File: src/rtl/controller_ram_pkg.sv
// Shared types and constants for the two-master RAM arbiter.
package controller_ram_pkg;

  // Transaction sequencer states.
  typedef enum logic [1:0] {
    StIdle  = 2'd0,
    StIssue = 2'd1,
    StWait  = 2'd2,
    StDone  = 2'd3
  } state_t;

  // Master port indices, also used as the grant/last-grant encoding.
  localparam logic PortM0 = 1'b0;
  localparam logic PortM1 = 1'b1;

  // Bit-reverse a 4-bit byte-enable so it follows byte-reversed data.
  function automatic logic [3:0] rev4(input logic [3:0] b);
    return {b[0], b[1], b[2], b[3]};
  endfunction

endpackage

File: src/rtl/byte_swap32.sv
// Reverses the byte order of a 32-bit word (endianness swap).
module byte_swap32 (
  input  logic [31:0] din,
  output logic [31:0] dout
);

  assign dout = {din[7:0], din[15:8], din[23:16], din[31:24]};

endmodule

File: src/rtl/controller_ram_arbiter.sv
// Round-robin arbiter sharing one single-port RAM between two masters.
// Each granted access runs IDLE -> ISSUE -> (WAIT x RD_LAT) -> DONE.
module controller_ram_arbiter
  import controller_ram_pkg::*;
#(
  parameter int unsigned ADDR_W = 12,
  parameter int unsigned RD_LAT = 1
) (
  input  logic              clk,
  input  logic              reset,
  input  logic              m0_req,
  input  logic              m0_we,
  input  logic [ADDR_W-1:0] m0_addr,
  input  logic [31:0]       m0_d,
  input  logic [3:0]        m0_bytesel,
  output logic              m0_ack,
  output logic [31:0]       m0_q,
  input  logic              m1_req,
  input  logic              m1_we,
  input  logic [ADDR_W-1:0] m1_addr,
  input  logic [31:0]       m1_d,
  input  logic [3:0]        m1_bytesel,
  output logic              m1_ack,
  output logic [31:0]       m1_q,
  input  logic              m1_swap,
  output logic [ADDR_W-1:0] ram_addr,
  output logic [31:0]       ram_d,
  output logic              ram_we,
  output logic [3:0]        ram_bytesel,
  input  logic [31:0]       ram_q
);

  state_t     state;
  logic       grant;
  logic       last_grant;
  logic       lat_we;
  logic [1:0] cnt;

  logic              pick;
  logic              sel_we;
  logic [ADDR_W-1:0] sel_addr;
  logic [31:0]       sel_d;
  logic [3:0]        sel_bytesel;
  logic [31:0]       m1_d_swapped;
  logic [31:0]       ram_q_swapped;

  // Write path: m1 data byte-reversed before it reaches the RAM.
  byte_swap32 u_swap_wr (
    .din  (m1_d),
    .dout (m1_d_swapped)
  );

  // Read path: RAM data byte-reversed before it lands in m1_q.
  byte_swap32 u_swap_rd (
    .din  (ram_q),
    .dout (ram_q_swapped)
  );

  // Pick the grantee and mux its request fields; a tie goes to the port not granted last.
  always_comb begin
    pick = PortM0;
    if (m0_req && m1_req) begin
      pick = ~last_grant;
    end else if (m1_req) begin
      pick = PortM1;
    end

    sel_we      = m0_we;
    sel_addr    = m0_addr;
    sel_d       = m0_d;
    sel_bytesel = m0_bytesel;
    if (pick == PortM1) begin
      sel_we      = m1_we;
      sel_addr    = m1_addr;
      sel_d       = m1_swap ? m1_d_swapped : m1_d;
      sel_bytesel = m1_swap ? rev4(m1_bytesel) : m1_bytesel;
    end
  end

  // Sequencer: all outputs are registered; ram_we and acks default low every cycle.
  always_ff @(posedge clk) begin
    if (reset) begin
      state       <= StIdle;
      grant       <= PortM0;
      last_grant  <= PortM1;
      lat_we      <= 1'b0;
      cnt         <= 2'd0;
      ram_addr    <= '0;
      ram_d       <= '0;
      ram_we      <= 1'b0;
      ram_bytesel <= '0;
      m0_ack      <= 1'b0;
      m1_ack      <= 1'b0;
      m0_q        <= '0;
      m1_q        <= '0;
    end else begin
      ram_we <= 1'b0;
      m0_ack <= 1'b0;
      m1_ack <= 1'b0;
      unique case (state)
        StIdle: begin
          if (m0_req || m1_req) begin
            grant       <= pick;
            last_grant  <= pick;
            lat_we      <= sel_we;
            ram_addr    <= sel_addr;
            ram_d       <= sel_d;
            ram_bytesel <= sel_bytesel;
            // Registered so it is high for exactly the ISSUE cycle.
            ram_we      <= sel_we;
            state       <= StIssue;
          end
        end
        StIssue: begin
          if (lat_we) begin
            // Ack is raised on entry to DONE so it is visible during DONE.
            m0_ack <= (grant == PortM0);
            m1_ack <= (grant == PortM1);
            state  <= StDone;
          end else begin
            cnt   <= 2'(RD_LAT - 1);
            state <= StWait;
          end
        end
        StWait: begin
          if (cnt == 2'd0) begin
            if (grant == PortM0) begin
              m0_q <= ram_q;
            end else begin
              m1_q <= m1_swap ? ram_q_swapped : ram_q;
            end
            m0_ack <= (grant == PortM0);
            m1_ack <= (grant == PortM1);
            state  <= StDone;
          end else begin
            cnt <= cnt - 2'd1;
          end
        end
        StDone: begin
          state <= StIdle;
        end
        default: state <= StIdle;
      endcase
    end
  end

endmodule

File: config.mk
export PLATFORM = sky130hd
export DESIGN_NAME = controller_ram_arbiter
export DESIGN_NICKNAME = d
export VERILOG_FILES = /design/src/rtl/controller_ram_pkg.sv /design/src/rtl/byte_swap32.sv /design/src/rtl/controller_ram_arbiter.sv
export SDC_FILE = /design/constraint.sdc
export NUM_CORES = 1
export LEC_CHECK = 0
export BUFFER_PORTS_ARGS = -buffer_cell sky130_fd_sc_hd__buf_4
export CAP_MARGIN = 20
export CORE_ASPECT_RATIO = 0.7
export CORE_MARGIN = 5
export CORE_UTILIZATION = 49
export DETAILED_ROUTE_END_ITERATION = 7
export GPL_TIMING_DRIVEN = 0
export PLACE_DENSITY_LB_ADDON = 0.12
export SLEW_MARGIN = 20
export SYNTH_ARGS = -nofsm -noshare
export SYNTH_HDL_FRONTEND = slang
export SYNTH_SLANG_ARGS = --single-unit
File: constraint.sdc
create_clock -name clk -period 2.4 [get_ports clk]
set_input_delay 0.12 -clock clk [delete_from_list [all_inputs] [get_ports clk]]
set_output_delay 0.12 -clock clk [all_outputs]
set_load 0.03 [all_outputs]
==> summary.txt <==
Clk_skew -> 0.0134 ns
TritonCTS clock tree -> yes
Sequential Power Share -> 0.316
Worst-Skew Late Latency -> 0.42 ns
Max-slew headroom -> 0.496
Rows -> 32
Synth Instances -> 596
Share of layout cells above drive strength 1 -> 0.376
Sequential area share after synthesis -> 0.431
Reg clk slew, reported paths -> 0.05 ns
Vias in the first global route -> 5959
Clock Path Buffers -> 2
Synth top area cells -> dfxtp_1 (43%), mux2i_1 (14%), mux2_2 (7.2%)
Final nets -> 1050
Power Total -> 8.78 mW
Worst EP required -> 2.69 ns
Gr ovfl total -> 0
Starting Density -> 0.507
Total CTS buffers -> 17
H-tree depth -> 4
Switching Share -> 0.388
Fin crit period -> 1.94 ns
Clk sinks -> 122
Ant. Diodes -> 0
Largest net degree at the start of global routing -> 17
Antenna Nets Post-Route -> 0
Worst path max stage delay -> 0.37 ns
Initial antenna violation count -> 0
Yosys cell types -> 39
Design area -> 8740 um^2
DP HPWL -> 15200 um
Arr. time, crit path -> 2.23 ns
First-pass GRT wire length -> 32200 um
DP Cell Count -> 997
Hold WS -> -0.00316 ns
RePlAce Congestion -> 0.912
Via density -> 5.54
Drt first-iter violations -> 498
Via count -> 5955
Largest area contributor in the netlist -> dfxtp_1
Synthesis-stage register bit count -> 122
Post-CTS Resized -> 0
Final Hold Viols -> 2
Final core occ -> 0.782
Wire per inst -> 19.4 um
Number of synthesized flops with an enable pin -> 0
Most common cell in the netlist -> dfxtp_1
Clock power frac -> 0.281
Psw -> 3.40 mW
PwrDens -> 1010 nW/um^2
Worst path cell trace -> inv_1 -> ha_1 -> o21a_1 -> buf_4 -> nand2b_1 -> buf_2 -> clkbuf_2 -> o21ai_0
Gr usage total -> 0.292
Die Ht -> 99.9 um
Max FO, Critical Path -> 10
Leakage Power -> 3.79 nW
Ys flop type -> dfxtp_1
Failing checks -> hold timing
# Max-Cap Violations -> 0
Worst hold path type -> in2reg
Logic pwr share -> 0.403
RSZ-0062 raised after global routing -> false
Final Non-Filler Cells -> 1074
DIE WIDTH -> 138 um
Period utilization -> 0.809
Area fraction of the dominant cell type after synthesis -> 0.431
First-pass DRT Iterations -> 5
Commonest cells post-synth -> dfxtp_1 (122), mux2i_1 (82), nand2_1 (65)
Async SR Flop Fraction -> 0
WS Path Type -> reg2reg
Final wirelength -> 20800 um
Die Area -> 13800 um^2
Crit-path slowest cell -> dfxtp_1
Dpl cell area -> 7720 um^2
Warnings from Yosys -> 0
Setup crit start kind -> flop
Maximum vdd drop -> 730 uV
Synth Area per Inst -> 9.50 um^2
Root Driver -> clkbuf_16
P_int -> 5.38 mW
Netlist Area Pre-Place -> 5660 um^2
Achievable frequency -> 515 MHz
Slew @ Worst Pin -> 0.756 ns
Final setup viols -> 0
I/O Pins -> 250
Post-Synthesis Net Count -> 738
Final max-slew violation count -> 0
Setup TNS -> 0 ns
Status -> complete, but fails checks
Core area -> 11200 um^2
Drt drc -> 0
Layout area overhead -> 54.3%
Critical Path Sink Type -> flop
Post-CTS Setup Inserts -> 0
IO Port Bufs -> 248
-- worst max-delay path, delay by kind of cell (launching register included) --
family,cells,cell delay (ns)
buf+inv,4,0.79
flops,1,0.37
compound gates,2,0.30
fa+ha+maj,1,0.29
simple gates,1,0.07
-- repair_timing --
item,in CTS,in global routing
hold buffers,45,0
setup endpoints to repair,0,0
hold endpoints to repair,45,0
-- registers in the layout, indices dropped and copies added, names as in the netlist --
| signal | count |
|---|---|
| cnt | 2 |
| last_grant | 1 |
| grant | 1 |
| m1_q | 32 |
| m0_ack | 1 |
| m0_q | 32 |
| ram_addr | 12 |
| lat_we | 1 |
| ram_we | 1 |
| ram_bytesel | 4 |
| ram_d | 32 |
| state | 2 |
| m1_ack | 1 |
-- per-stage QoR --
step / hold WS, ns / setup slack [ns]
after detailed placement: 0.396 / 0.502
after CTS: 0.00191 / 0.480
after floorplan: 0.256 / 0.873
after global routing: 0.00334 / 0.339
final: -0.00316 / 0.457
after global placement: 0.390 / 0.591
-- cell usage in the layout (no fill, tap or decap), types with 4 or more instances in the layout --
master	synthesis	routed
dfxtp_1	122	122
dlygate4sd3_1	0	45
clkinv_2	0	4
o21ai_0	35	35
clkinvlp_4	0	6
nand2_1	65	65
nand3b_1	37	37
mux2_2	36	36
clkbuf_1	22	24
a211oi_1	44	44
inv_1	5	5
a21oi_1	36	36
buf_2	14	14
buf_4	7	255
mux2i_1	82	82
ha_1	7	7
clkbuf_16	0	17
nor2_1	49	49
-- power by group through the flow --
stage / sequential (mW) / clock (mW) / combinational, mW
floorplan: 3.57 / 0 / 1.31
global placement: 2.77 / 0 / 3.34
detailed placement: 2.80 / 0 / 3.43
CTS: 2.77 / 2.47 / 3.51
global route: 2.82 / 2.58 / 3.79
finish: 2.78 / 2.47 / 3.54
-- path summary, 6_finish.rpt --
kind	cells after the start	slack [ns]	startpoint	endpoint
setup / recovery	8	0.46	state[0]$_SDFFE_PP0P_	ram_d[9]$_SDFFE_PP0P_
hold / removal	3	-0.003	m0_d[17]	ram_d[17]$_SDFFE_PP0P_
setup reg to reg	8	0.46	state[0]$_SDFFE_PP0P_	ram_d[9]$_SDFFE_PP0P_
hold reg to reg	2	0.46	m0_q[5]$_SDFFE_PP0P_	m0_q[5]$_SDFFE_PP0P_
-- cell type report --
| type | instances | area (um^2) |
|---|---|---|
| fillers | 770 | 2430 |
| repair buffers | 293 | 2310 |
| well taps | 153 | 191 |
| plain buffers | 51 | 285 |
| flip-flops and latches | 122 | 2440 |
| multi-input cells | 418 | 2920 |
| clock inverters | 12 | 125 |
| inverters | 5 | 18.8 |
| clock buffers | 20 | 447 |
-- kinds of logic (layout without fill, tap and decap cells) --
| family | after synthesis | in the layout | share of synthesized area |
|---|---|---|---|
| muxes | 118 | 118 | 0.217 |
| buffers and inverters | 56 | 381 | 0.0537 |
| DFF | 122 | 122 | 0.431 |
| adders and majority gates | 7 | 7 | 0.0155 |
| and+or+nand+nor | 164 | 164 | 0.141 |
| AOI/OAI and AO/OA | 129 | 129 | 0.142 |
-- per-layer routing --
metal | global-route usage | part of all wire | vias up
met5 | 0 | 0 | -
met1 | 0.372 | 0.40 | 2812
met4 | 0.104 | 0.028 | 0
met3 | 0.0824 | 0.095 | 61
li1 | - | - | 2744
met2 | 0.479 | 0.47 | 338
No activity file was read; power rests on OpenSTA's default activity.
